### src/rtl/gb_cpu_common_pkg.sv
// Shared types and constants for the GB CPU slice.
// Holds the OAM DMA state encoding and bus map constants.
package gb_cpu_common_pkg;

  typedef enum logic [1:0] {
    DMA_IDLE,
    DMA_SETUP,
    DMA_XFER
  } dma_state_t;

  localparam logic [15:0] DMA_REG_ADDR_DEFAULT = 16'hFF46;
  localparam logic [7:0]  HI_PAGE              = 8'hFF;
  localparam int          DMA_LEN_DEFAULT      = 160;
  localparam logic [7:0]  OPEN_BUS_DEFAULT     = 8'hFF;

  // Echo RAM pages E0-FF alias C0-DF.
  function automatic logic [7:0] dma_eff_hi(
    input logic [7:0] src
  );
    return (src >= 8'hE0) ? src - 8'h20 : src;
  endfunction

endpackage

### src/rtl/gb_dma_bus_mux.sv
// CPU / OAM DMA address routing and CPU read-data mux.
// Purely combinational; ownership comes from the DMA state.
module gb_dma_bus_mux
  import gb_cpu_common_pkg::*;
#(
  parameter logic [15:0] DMA_REG_ADDR = DMA_REG_ADDR_DEFAULT,
  parameter logic [7:0]  OPEN_BUS_VAL = OPEN_BUS_DEFAULT
) (
  input  dma_state_t  state,
  input  logic [15:0] dma_addr,
  input  logic [7:0]  src_reg,
  input  logic [15:0] cpu_addr_i,
  input  logic [7:0]  cpu_data_i,
  input  logic        cpu_we_i,
  output logic [7:0]  cpu_data_o,
  output logic [15:0] bus_addr_o,
  output logic [7:0]  bus_data_o,
  output logic        bus_we_o,
  input  logic [7:0]  bus_data_i,
  output logic [7:0]  hi_addr_o,
  output logic [7:0]  hi_data_o,
  output logic        hi_we_o,
  input  logic [7:0]  hi_data_i
);

  logic hi_sel;
  logic is_reg;
  logic own;

  always_comb begin
    hi_sel = cpu_addr_i[15:8] == HI_PAGE;
    is_reg = cpu_addr_i == DMA_REG_ADDR;
    own    = state != DMA_IDLE;

    hi_addr_o  = cpu_addr_i[7:0];
    hi_data_o  = cpu_data_i;
    hi_we_o    = cpu_we_i && hi_sel && !is_reg;

    bus_addr_o = own ? dma_addr : cpu_addr_i;
    bus_data_o = cpu_data_i;
    bus_we_o   = cpu_we_i && !hi_sel && !own;

    cpu_data_o = bus_data_i;
    unique case (1'b1)
      is_reg:            cpu_data_o = src_reg;
      hi_sel && !is_reg: cpu_data_o = hi_data_i;
      !hi_sel && own:    cpu_data_o = OPEN_BUS_VAL;
      default:           cpu_data_o = bus_data_i;
    endcase
  end

endmodule

### src/rtl/gb_oam_dma.sv
// OAM DMA controller: copies DMA_LEN bytes into OAM
// and arbitrates the main bus against the CPU.
module gb_oam_dma
  import gb_cpu_common_pkg::*;
#(
  parameter int          DMA_LEN      = DMA_LEN_DEFAULT,
  parameter logic [15:0] DMA_REG_ADDR = DMA_REG_ADDR_DEFAULT,
  parameter logic [7:0]  OPEN_BUS_VAL = OPEN_BUS_DEFAULT
) (
  input  logic        clk,
  input  logic        reset,
  input  logic [15:0] cpu_addr_i,
  input  logic [7:0]  cpu_data_i,
  input  logic        cpu_we_i,
  output logic [7:0]  cpu_data_o,
  output logic [15:0] bus_addr_o,
  output logic [7:0]  bus_data_o,
  output logic        bus_we_o,
  input  logic [7:0]  bus_data_i,
  output logic [7:0]  hi_addr_o,
  output logic [7:0]  hi_data_o,
  output logic        hi_we_o,
  input  logic [7:0]  hi_data_i,
  output logic [7:0]  oam_addr_o,
  output logic [7:0]  oam_data_o,
  output logic        oam_we_o,
  output logic        dma_active_o
);

  localparam logic [7:0] LAST_IDX = 8'(DMA_LEN - 1);

  dma_state_t state;
  dma_state_t state_nxt;

  logic [7:0]  src_reg;
  logic [7:0]  idx;
  logic        wb_valid;
  logic [7:0]  wb_idx;
  logic [7:0]  wb_data;
  logic        trig;
  logic        xfer;
  logic [15:0] dma_addr;

  assign trig     = cpu_we_i && (cpu_addr_i == DMA_REG_ADDR);
  assign dma_addr = {dma_eff_hi(src_reg), idx};

  always_ff @(posedge clk) begin
    if (reset) state <= DMA_IDLE;
    else       state <= state_nxt;
  end

  always_comb begin
    state_nxt = state;
    unique case (state)
      DMA_IDLE:  if (trig) state_nxt = DMA_SETUP;
      DMA_SETUP: state_nxt = trig ? DMA_SETUP : DMA_XFER;
      DMA_XFER: begin
        if (trig)                 state_nxt = DMA_SETUP;
        else if (idx == LAST_IDX) state_nxt = DMA_IDLE;
      end
      default:   state_nxt = DMA_IDLE;
    endcase
  end

  always_comb begin
    xfer         = state == DMA_XFER;
    dma_active_o = xfer || wb_valid;
  end

  // Read in cycle n lands in OAM in cycle n+1.
  always_ff @(posedge clk) begin
    if (reset) begin
      src_reg  <= 8'hFF;
      idx      <= 8'h00;
      wb_valid <= 1'b0;
      wb_idx   <= 8'h00;
      wb_data  <= 8'h00;
    end else begin
      if (trig) src_reg <= cpu_data_i;
      wb_valid <= xfer;
      if (xfer) begin
        wb_idx  <= idx;
        wb_data <= bus_data_i;
      end
      if (state == DMA_SETUP) idx <= 8'h00;
      else if (xfer)          idx <= idx + 8'h01;
    end
  end

  assign oam_we_o   = wb_valid;
  assign oam_addr_o = wb_idx;
  assign oam_data_o = wb_data;

  gb_dma_bus_mux #(
    .DMA_REG_ADDR (DMA_REG_ADDR),
    .OPEN_BUS_VAL (OPEN_BUS_VAL)
  ) u_mux (
    .state      (state),
    .dma_addr   (dma_addr),
    .src_reg    (src_reg),
    .cpu_addr_i (cpu_addr_i),
    .cpu_data_i (cpu_data_i),
    .cpu_we_i   (cpu_we_i),
    .cpu_data_o (cpu_data_o),
    .bus_addr_o (bus_addr_o),
    .bus_data_o (bus_data_o),
    .bus_we_o   (bus_we_o),
    .bus_data_i (bus_data_i),
    .hi_addr_o  (hi_addr_o),
    .hi_data_o  (hi_data_o),
    .hi_we_o    (hi_we_o),
    .hi_data_i  (hi_data_i)
  );

endmodule

### config.mk
export PLATFORM = sky130hd
export DESIGN_NAME = gb_oam_dma
export DESIGN_NICKNAME = d
export VERILOG_FILES = /design/src/rtl/gb_cpu_common_pkg.sv /design/src/rtl/gb_dma_bus_mux.sv /design/src/rtl/gb_oam_dma.sv
export SDC_FILE = /design/constraint.sdc
export NUM_CORES = 1
export LEC_CHECK = 0
export ABC_AREA = 1
export CORE_ASPECT_RATIO = 0.75
export CORE_UTILIZATION = 50
export CTS_BUF_LIST = sky130_fd_sc_hd__clkbuf_16
export DETAILED_ROUTE_END_ITERATION = 16
export DONT_BUFFER_PORTS = 1
export SLEW_MARGIN = 20
export SYNTH_ARGS = -nofsm -noshare
export SYNTH_HDL_FRONTEND = slang
export SYNTH_SLANG_ARGS = --single-unit
export TNS_END_PERCENT = 20
### constraint.sdc
create_clock -name clk -period 3.3 [get_ports clk]
set_input_delay 0.165 -clock clk [delete_from_list [all_inputs] [get_ports clk]]
set_output_delay 0.165 -clock clk [all_outputs]
set_load 0.02 [all_outputs]
Word level (Yosys, flattened, before mapping)
Cells that the tools add are included.

Output and inout port bits: 68. Register bits: 35.

Muxes and demuxes: 8. Order comparisons: 1. Equality and inequality tests: 7. Reduce and logical (&&, ||, !) cells: 15. $add $sub $neg: 2.

Operators with widths (number): $pmux W8 S3 (1); $eq A16 B16 Y1 const B (1); $eq A8 B8 Y1 const B (2); $mux W16 (1); $add A8 B1 Y8 const B (1); $ge A8 B8 Y1 const B (1); $mux W2 (4); $mux W8 (1); $sub A8 B6 Y8 const B (1); $logic_and A1 B1 Y1 (7); $pmux W2 S3 (1); $logic_not A1 Y1 (3); $ne A3 B2 Y1 const B (1); $eq A2 B1 Y1 const B (1); $eq A2 B2 Y1 const B (1); $logic_not A2 Y1 (1); $ne A2 B2 Y1 const B (1); $reduce_and A2 Y1 (1); $reduce_bool A2 Y1 (1); $reduce_or A2 Y1 (1); $logic_or A1 B1 Y1 (1).

Logic depth before layout (Yosys ltp)
Gate-level depths: netlist (run 1).

Depth in word-level cells: 4. Depth in mapped cells: 8. Depth with buffers taken out: 8.

Cells and area by module
From an unflattened synthesis (run 1), not the netlist that was laid out.

Cell total of the unflattened synthesis: 304. Area total of the unflattened synthesis: 2125.8 µm².

By module, submodules not included: gb_oam_dma (times used 1, seq. area each 700.7 µm², cells an instance 197, area an instance 1453.9 µm²); gb_dma_bus_mux (times used 1, seq. area each 0.0 µm², cells an instance 107, area an instance 671.9 µm²).

Least setup slack after synthesis (run 1)
OpenSTA, ideal clock, no wires.

Kind: register to output. From: reg state[0]. To: out bus_we_o. Path slack: 1936 ps. Required time: 3135 ps. Path buffers: 1. Arrival: 1199 ps. Cell stages (with the launch flop): 5. Cell sequence: dfxtp_1 nor2_2 inv_2 buf_2 nor3_1.

Word-level cells in the longest chain between the ends: 3.

RTL lines: start: declaration (RTL line gb_oam_dma.sv:32) `dma_state_t state;`; start signal: assignment (RTL line gb_oam_dma.sv:49) `else state <= state_nxt;`; $reduce_bool A2 Y1 (RTL line gb_dma_bus_mux.sv:33) `own = state != DMA_IDLE;`; $logic_not A1 Y1 (RTL line gb_dma_bus_mux.sv:41) `bus_we_o = cpu_we_i && !hi_sel && !own;`; $logic_and A1 B1 Y1 (RTL line gb_dma_bus_mux.sv:41); end: declaration (RTL line gb_oam_dma.sv:18) `output logic bus_we_o,`.

No other way between the ends.

Worst setup path after layout (run 1)
From: reg state[1]. To: out bus_addr_o[3].

Word-level cells in the longest chain between the ends: 2.

RTL lines: $reduce_bool A2 Y1 (RTL line gb_dma_bus_mux.sv:33); $mux W16 (RTL line gb_dma_bus_mux.sv:39) `bus_addr_o = own ? dma_addr : cpu_addr_i;`; end: declaration (RTL line gb_oam_dma.sv:16) `output logic [15:0] bus_addr_o,`.

No other way between the ends.

==> impl_metrics.csv, run 1 <==
group,metric,value,unit
yosys,syn_nets,356,
clock_tree,clockBufferDepth,2,
grt,grt_max_degree,27,
setup_path,crit_start,"state[1]",
grt,grt_overflow_total,0,
yosys,synth_seq_area_share,0.331,
setup_path,timing.critical_path.to,"bus_addr_o[3]",
yosys,synth_warnings,0,
setup_path,worstPathRequired,3.13,ns
placed_design,dpl_worst_slack,1.41,ns
power_and_ir_drop,peakVddDrop,234,µV
die,ios,111,
power_and_ir_drop,pwr_density_cell,447,mW/mm²
min_path,min_path_type,"in -> reg",
drt,num_vias,1838,
setup_path,cp-end-kind,"output pin",
sta,period_needed,2.20,ns
drt,final_antenna_net_count,0,
drt,drc,0,
yosys,ys_types,30,
grt,grtUsageMet1,0.350,
setup_path,cp.arrival,2.04,ns
final_layout,antenna_cells,0,
clock_tree,cts-root-buf,"clkbuf_16",
job,maxCapViolCount,0,
clock_tree,cts_sinks,35,
yosys,synth_edf_count,0,
sta,slew_viol_final,0,
die,rows,20,
sta,tightestPinTransition,0.702,ns
yosys,synth_flop_cell,"dfxtp_1",
die,fp.dieH,58.3,µm
power_and_ir_drop,leakage,0.979,nW
final_layout,fin_cells,339,
sta,rsz0062_at_grt,"false",
die,die_x,77.1,µm
yosys,synth_commonest_cells,"nand2_1, nand3_1, nor2_1, dfxtp_1, o21ai_0",
clock_tree,clk_pin_slew,0.06,ns
die,die_area,0.00450,mm²
placed_design,dpl.hpwl,3780,µm
final_layout,drive_above_1_share,0.0915,
drt,wl_per_cell,15.8,µm
sta,holdWs,0.0508,ns
setup_path,worstSetupPathType,"reg -> out",
die,initial_core_util,0.522,
power_and_ir_drop,power,930,µW
yosys,synth_most_common_cell,"nand2_1",
final_layout,syn2layout_area_growth,-1.54,%
final_layout,num-nets-final,328,
die,core,0.00405,mm²
yosys,synth_area,0.00211,mm²
drt,first_pass_iters,4,
yosys,syn_avg_cell_area,6.80,µm²
yosys,netlist.area_leader.share,0.331,
grt,first_global_vias,1581,
sta,fin_crit_sh,0.667,
grt,grt_use_met3,0.0744,
sta,fmax,454,MHz
drt,drt_iter0_drc,142,
clock_tree,tritoncts,"done",
setup_path,r2r_end,"idx[6]",
setup_path,rr_worst_depth,7,
sta,tns,0,ns
sta,skew,0.00359,ns
grt,grt_usage,0.237,
setup_path,crit_fanout,18,
sta,layout_setup_ws,1.10,ns
clock_tree,cts_max_level,2,
sta,slew-limit-headroom,0.527,
sta,setup_viol,0,
placed_design,numPortBuffers,0,
clock_tree,clk_latency,0.27,ns
setup_path,r2r-start,"state[1]",
grt,grt_pass1_wl,8170,µm
yosys,synthArstFlopShare,0,
grt,antenna_found_initial,0,
yosys,syn_inst,311,
status,status,"finished, final reports clean",
grt,grtUsageMet2,0.341,
clock_tree,cts_resized,0,
setup_path,cp-start-kind,"register",
drt,wl,5370,µm
yosys,yosys.area.top_type,"dfxtp_1",
clock_tree,cts_buffers,5,
yosys,ys_seq_elements,35,
sta,hold_viol_final,0,
yosys,synth_area_leaders,"dfxtp_1, nand2_1, nand3_1, buf_4, nor2_1",
setup_path,r2r_slack,1.71,ns
drt,viasPerCell,5.42,
placed_design,placed_cells,330,
placed_design,place_congestion,0.878,
grt,top_usage_layer,"met1",
-- where the power goes --
part | internal (mW) | switching, mW
Combinational | 0.0155 | 0.0458
Sequential | 0.423 | 0.00000506
Clock | 0.275 | 0.171
-- layer usage --
| layer | up-vias | part of all wire | wire length (µm) |
|---|---|---|---|
| li1 | 930 | - | - |
| met1 | 812 | 0.50 | 2710 |
| met2 | 94 | 0.41 | 2180 |
| met3 | 2 | 0.085 | 459 |
| met4 | 0 | 0.0034 | 18 |
| met5 | - | 0 | 0 |
-- per-stage QoR --
stage,utilization,cell area [µm²]
4_1_cts,0.514,2080
3_5_place_dp,0.476,1930
6_report,0.514,2080
5_1_grt,0.514,2080
2_1_floorplan,-,2110
3_3_place_gp,0.476,1930
-- placed cells by master (no fill, tap or decap), types with 2 or more instances in the layout --
| master | n |
|---|---|
| a21oi_1 | 12 |
| clkbuf_16 | 5 |
| clkinv_2 | 2 |
| dfxtp_1 | 35 |
| ha_1 | 2 |
| inv_1 | 27 |
| inv_2 | 2 |
| nand2_1 | 63 |
| nand2_2 | 2 |
| nand2_4 | 2 |
| nand3_1 | 39 |
| nand4_1 | 9 |
| nor2_1 | 37 |
| nor2_2 | 4 |
| nor3_1 | 3 |
| o21ai_0 | 27 |
-- worst min-delay path by stage --
stage	from	endpoint	slack, ns	depth (start not counted)
4_1_cts	cpu_data_i[6]	src_reg[6]	0.05	2
2_1_floorplan	reset	oam_addr_o[0]	0.23	1
3_5_place_dp	reset	oam_addr_o[3]	0.24	1
5_1_grt	cpu_data_i[1]	src_reg[1]	0.05	2
3_3_place_gp	reset	oam_addr_o[0]	0.24	1
6_report	cpu_data_i[6]	src_reg[6]	0.05	2
-- what timing repair did --
item | CTS | global route
buffers inserted | 0 | 0
endpoints found under the hold margin | 5 | 0
hold buffers | 1 | 0
-- logic make-up after synthesis --
family,Yosys count,synth area share
AO/OA/AOI/OAI,43,0.112
adder cells (fa/ha/maj),2,0.0118
buffers and inverters,66,0.175
flip-flops,35,0.331
AND/OR/NAND/NOR,165,0.370
-- worst max-delay path, stage by stage, from the launching register on --
cell     delay [ns]
dfxtp_1        0.34
nor2_2         0.52
inv_2          0.27
o21ai_0        0.63
-- area by class of cell --
type | count | area [µm²]
fillers | 440 | 1970
multi-input cells | 210 | 1040
flip-flops and latches | 35 | 701
clock buffers | 5 | 125
inverters | 29 | 110
well taps | 55 | 68.8
repair buffers | 2 | 17.5
clock inverters | 3 | 16.3
(Power assumes the default switching activity.)
==> run 2: changes to the inputs <==
- PLACE_DENSITY: not set -> 0.68
- clock period: 3.3 -> 1.8 ns (I/O delays scaled with it)
==> impl_metrics.csv, run 2 (synthesis gave the netlist of run 1 again) <==
group,metric,value,unit
clock_tree,clockBufferDepth,2,
clock_tree,cts_buffers,5,
power_and_ir_drop,pwr_density_cell,800,mW/mm²
sta,fmax,649,MHz
placed_design,place_congestion,0.849,
power_and_ir_drop,leakage,1.13,nW
final_layout,final_cell_mix,"nand2_1, nand3_1, nor2_1",
sta,setup_viol,0,
drt,drt_iter0_drc,135,
grt,antenna_found_initial,0,
final_layout,syn2layout_area_growth,12.3,%
die,core,0.00405,mm²
status,status,"finished, final reports clean",
drt,wl,5430,µm
final_layout,ff_latch_area,701,µm²
final_layout,utilization,0.586,
grt,grt_max_degree,23,
setup_path,cp-end-kind,"output pin",
die,ios,111,
grt,grt_pass1_wl,8500,µm
sta,hold_viol_final,0,
power_and_ir_drop,seqPwrFrac,0.408,
drt,viasPerCell,5.40,
setup_path,r2r_end,"idx[4]",
sta,fin_crit_sh,0.856,
min_path,hold_depth,2,
setup_path,r2r_slack,0.50,ns
clock_tree,cts-root-buf,"clkbuf_16",
die,rows,20,
clock_tree,clk_pin_slew,0.06,ns
grt,first_global_vias,1765,
power_and_ir_drop,switching_share,0.218,
final_layout,multiInputGateArea,0.00104,mm²
job,maxCapViolCount,0,
drt,final_antenna_net_count,0,
sta,period_needed,1.54,ns
die,initial_core_util,0.522,
clock_tree,cts_resized,0,
setup_path,cp.arrival,1.45,ns
power_and_ir_drop,internal_power,1.49,mW
power_and_ir_drop,comb_power_share,0.086,
clock_tree,clk_latency,0.28,ns
die,fp.dieH,58.3,µm
die,die_x,77.1,µm
clock_tree,cts_sinks,35,
placed_design,dpl.hpwl,3880,µm
drt,drc,0,
die,die_area,0.00450,mm²
grt,grt_usage,0.245,
final_layout,drive_above_1_share,0.133,
setup_path,cp-start-kind,"register",
power_and_ir_drop,pwr-share-clk,0.506,
final_layout,antenna_cells,0,
sta,tightestPinTransition,0.643,ns
sta,tns,0,ns
sta,skew,0.00357,ns
final_layout,mostFrequentLayoutCell,"nand2_1",
min_path,whs_endpoint,"oam_data_o[2]",
sta,slew-limit-headroom,0.571,
power_and_ir_drop,peakVddDrop,517,µV
setup_path,worstPathRequired,1.71,ns
power_and_ir_drop,p_switching,413,µW
sta,rsz0062_at_grt,"false",
final_layout,num-nets-final,359,
clock_tree,tritoncts,"done",
drt,first_pass_iters,4,
final_layout,filler_cell_count,409,
setup_path,r2r-start,"state[1]",
min_path,min_from,"bus_data_i[2]",
drt,num_vias,1999,
setup_path,worstSetupPathType,"reg -> out",
placed_design,numPortBuffers,0,
sta,slew_viol_final,0,
min_path,min_path_type,"in -> reg",
grt,grt_overflow_total,0,
drt,wl_per_cell,14.7,µm
setup_path,rr_worst_depth,5,
setup_path,crit_fanout,13,
clock_tree,cts_max_level,2,
[run 2: cell types whose count changed in the layout (fill, tap and decap cells not counted), sizes merged]
cell         delta
buf            +16
bufinv          +1
clkinvlp        -1
inv             -1
dlygate4sd3    +15
clkinv          +1
[run 2: critical path, stage by stage (launching register included)]
cell and delay [ns]:
dfxtp_1 0.34, nor2_2 0.14, buf_4 0.21, nor2_1 0.08
a221oi_2 0.22, buf_4 0.18
[run 2: worst max path at each step]
stage | start | endpoint | slack [ns] | cells after the start
6_report | state[1] | bus_addr_o[13] | 0.26 | 5
5_1_grt | state[1] | bus_addr_o[13] | 0.18 | 5
3_3_place_gp | state[1] | idx[6] | 0.58 | 7
3_5_place_dp | state[1] | idx[6] | 0.53 | 7
4_1_cts | state[1] | bus_addr_o[13] | 0.27 | 5
2_1_floorplan | state[0] | bus_we_o | 0.51 | 4
[run 2: per-layer routing]
metal	routed length (µm)	GRT usage	share of wire	vias up
met1	2460	0.333	0.45	905
li1	-	-	-	1001
met5	0	0	0	-
met3	501	0.0791	0.092	7
met4	57	0.0809	0.011	0
met2	2410	0.372	0.44	86
[run 2: power by group through the flow]
stage	sequential (mW)	clock (mW)	combinational, mW
finish	0.775	0.963	0.163
detailed placement	0.792	0	0.128
global placement	0.792	0	0.128
global route	0.775	1.00	0.175
CTS	0.775	0.976	0.163
floorplan	0.792	0	0.179
[run 2: metrics by stage]
stage	cells	area [µm²]	power (mW)	worst slack [ns]	hold WS, ns
after detailed placement	346	2050	0.920	0.529	0.162
after global routing	370	2370	1.95	0.179	0.00868
after floorplan	311	2110	0.971	0.511	0.159
final	370	2370	1.90	0.259	0.00112
after CTS	370	2370	1.91	0.273	0.000824
after global placement	346	2050	0.920	0.581	0.160
[run 2: repair_timing]
| item | in CTS | in global routing |
|---|---|---|
| endpoints found under the hold margin | 20 | 0 |
| setup buffers | 0 | 0 |
| hold buffers | 16 | 0 |
[run 2: cell type report]
type	instances	share of cell area
multi-input cells	210	0.439
flip-flops and latches	35	0.295
repair buffers	33	0.121
clock buffers	5	0.0527
inverters	29	0.0464
well taps	55	0.0290
clock inverters	3	0.0163
==> run 3: changes to the inputs <==
- CORE_UTILIZATION: 50 -> 55
- PLACE_DENSITY: 0.68 -> 0.73
==> impl_metrics.csv, run 3 (synthesis gave the netlist of run 1 again) <==
group,metric,value,unit
grt,grt_overflow_total,0,
min_path,min_from,"bus_data_i[3]",
grt,grt_usage,0.267,
grt,grt_max_degree,23,
sta,period_needed,1.67,ns
placed_design,place_congestion,0.836,
die,core,0.00366,mm²
setup_path,r2r_end,"oam_addr_o[7]",
sta,fmax,598,MHz
drt,first_pass_iters,5,
sta,setup_viol,0,
drt,drc,0,
sta,rsz0062_at_grt,"false",
sta,slew_viol_final,0,
setup_path,r2r_slack,0.52,ns
die,rows,19,
grt,grt_pass1_wl,8250,µm
grt,first_global_vias,1774,
setup_path,path_cells,"nor2_2 > buf_4 > inv_2 > a221oi_2 > buf_4",
clock_tree,post_cts_buffers,0,
drt,num_vias,2010,
grt,grtUsageMet2,0.396,
setup_path,cp-end-kind,"output pin",
drt,drt_iter0_drc,136,
drt,wl,5220,µm
die,die_area,0.00410,mm²
setup_path,cpPeakStageDelay,0.33,ns
final_layout,num-nets-final,361,
final_layout,fin_cells,369,
setup_path,r2r-start,"state[0]",
sta,fin_crit_sh,0.929,
drt,final_antenna_net_count,0,
final_layout,syn2layout_area_growth,11.7,%
min_path,whs_endpoint,"oam_data_o[3]",
job,maxCapViolCount,0,
clock_tree,clk_pin_slew,0.05,ns
grt,top_usage_layer,"met2",
final_layout,drive_above_1_share,0.132,
sta,skew,0.00305,ns
power_and_ir_drop,pwr_density_cell,740,mW/mm²
die,ios,111,
power_and_ir_drop,leakage,1.13,nW
sta,slew-limit-headroom,0.561,
drt,wl_per_cell,14.1,µm
placed_design,placed_cells,344,
setup_path,cpMaxStageDelayCell,"dfxtp_1",
die,initial_core_util,0.578,
grt,antenna_found_initial,0,
die,die_x,73.6,µm
clock_tree,cts_buffers,5,
final_layout,fin_area,0.00236,mm²
setup_path,cp-start-kind,"register",
placed_design,post_dp_cell_area,0.00205,mm²
die,fp.dieH,55.7,µm
final_layout,final_cell_mix,"nand2_1, nand3_1, nor2_1",
status,violations,"hold timing",
sta,holdWs,-0.000850,ns
clock_tree,clockBufferDepth,2,
final_layout,antenna_cells,0,
sta,tightestPinTransition,0.658,ns
clock_tree,cts_sinks,35,
sta,tns,0,ns
sta,hold_viol_final,1,
placed_design,numPortBuffers,0,
setup_path,worstSetupPathType,"reg -> out",
min_path,hold_depth,2,
clock_tree,tritoncts,"done",
placed_design,dpl.hpwl,3640,µm
setup_path,rr_worst_depth,6,
drt,viasPerCell,5.45,
setup_path,crit_fanout,19,
final_layout,mostFrequentLayoutCell,"nand2_1",
setup_path,cp.arrival,1.58,ns
power_and_ir_drop,peakVddDrop,460,µV
clock_tree,clk_latency,0.28,ns
status,status,"complete, but fails checks",
clock_tree,cts-root-buf,"clkbuf_16",
clock_tree,cts_max_level,2,
clock_tree,cts_resized,0,
grt,grtUsageMet1,0.368,
min_path,min_path_type,"in -> reg",
setup_path,worstPathRequired,1.71,ns
grt,grt_use_met3,0.0725,
setup_path,crit_path_frequent_cell,"buf_4",
[run 3: worst max-delay path by stage]
stage | start | to | slack (ns)
after floorplan | state[0] | bus_we_o | 0.51
after global routing | state[1] | bus_addr_o[13] | 0.05
after CTS | state[0] | bus_addr_o[13] | 0.14
after detailed placement | state[0] | bus_addr_o[13] | 0.44
final | state[0] | bus_addr_o[13] | 0.13
after global placement | state[1] | bus_addr_o[13] | 0.46
[run 3: layout make-up]
| class | instances | area, µm² |
|---|---|---|
| tap | 52 | 65.1 |
| sequential | 35 | 701 |
| inverter | 29 | 110 |
| fill | 361 | 1300 |
| clock inverter | 3 | 12.5 |
| timing repair buffer | 35 | 305 |
| multi-input combinational | 210 | 1040 |
| clock buffer | 5 | 125 |
[run 3: where the power goes]
part	switching, mW	internal [mW]	total (mW)
registers	0.00000925	0.775	0.775
clock network	0.310	0.499	0.809
logic	0.0944	0.0702	0.165
total	0.404	1.34	1.75
[run 3: layer usage]
layer / share of wire / up-vias
li1: - / 1004
met1: 0.49 / 915
met2: 0.44 / 87
met3: 0.070 / 4
met4: 0.0069 / 0
met5: 0 / -
[run 3: repair_timing]
action | in CTS | in global routing
hold buffers | 17 | 0
endpoints found under the setup margin | 0 | 0
hold endpoints to repair | 21 | 0
[run 3: worst max-delay path, delay by kind of cell (launching register included)]
family | cells | cell delay (ns)
compound gates | 1 | 0.27
buf+inv | 3 | 0.56
flops | 1 | 0.33
simple gates | 1 | 0.13
[run 3: per-stage QoR]
step	util	setup slack [ns]	hold slack, ns	power, mW
2_1_floorplan	-	0.511	0.159	0.971
3_3_place_gp	0.561	0.463	0.161	0.919
3_5_place_dp	0.561	0.443	0.162	0.920
4_1_cts	0.645	0.138	0.0214	1.76
5_1_grt	0.645	0.0528	0.0160	1.81
6_report	0.645	0.127	-0.000850	1.75
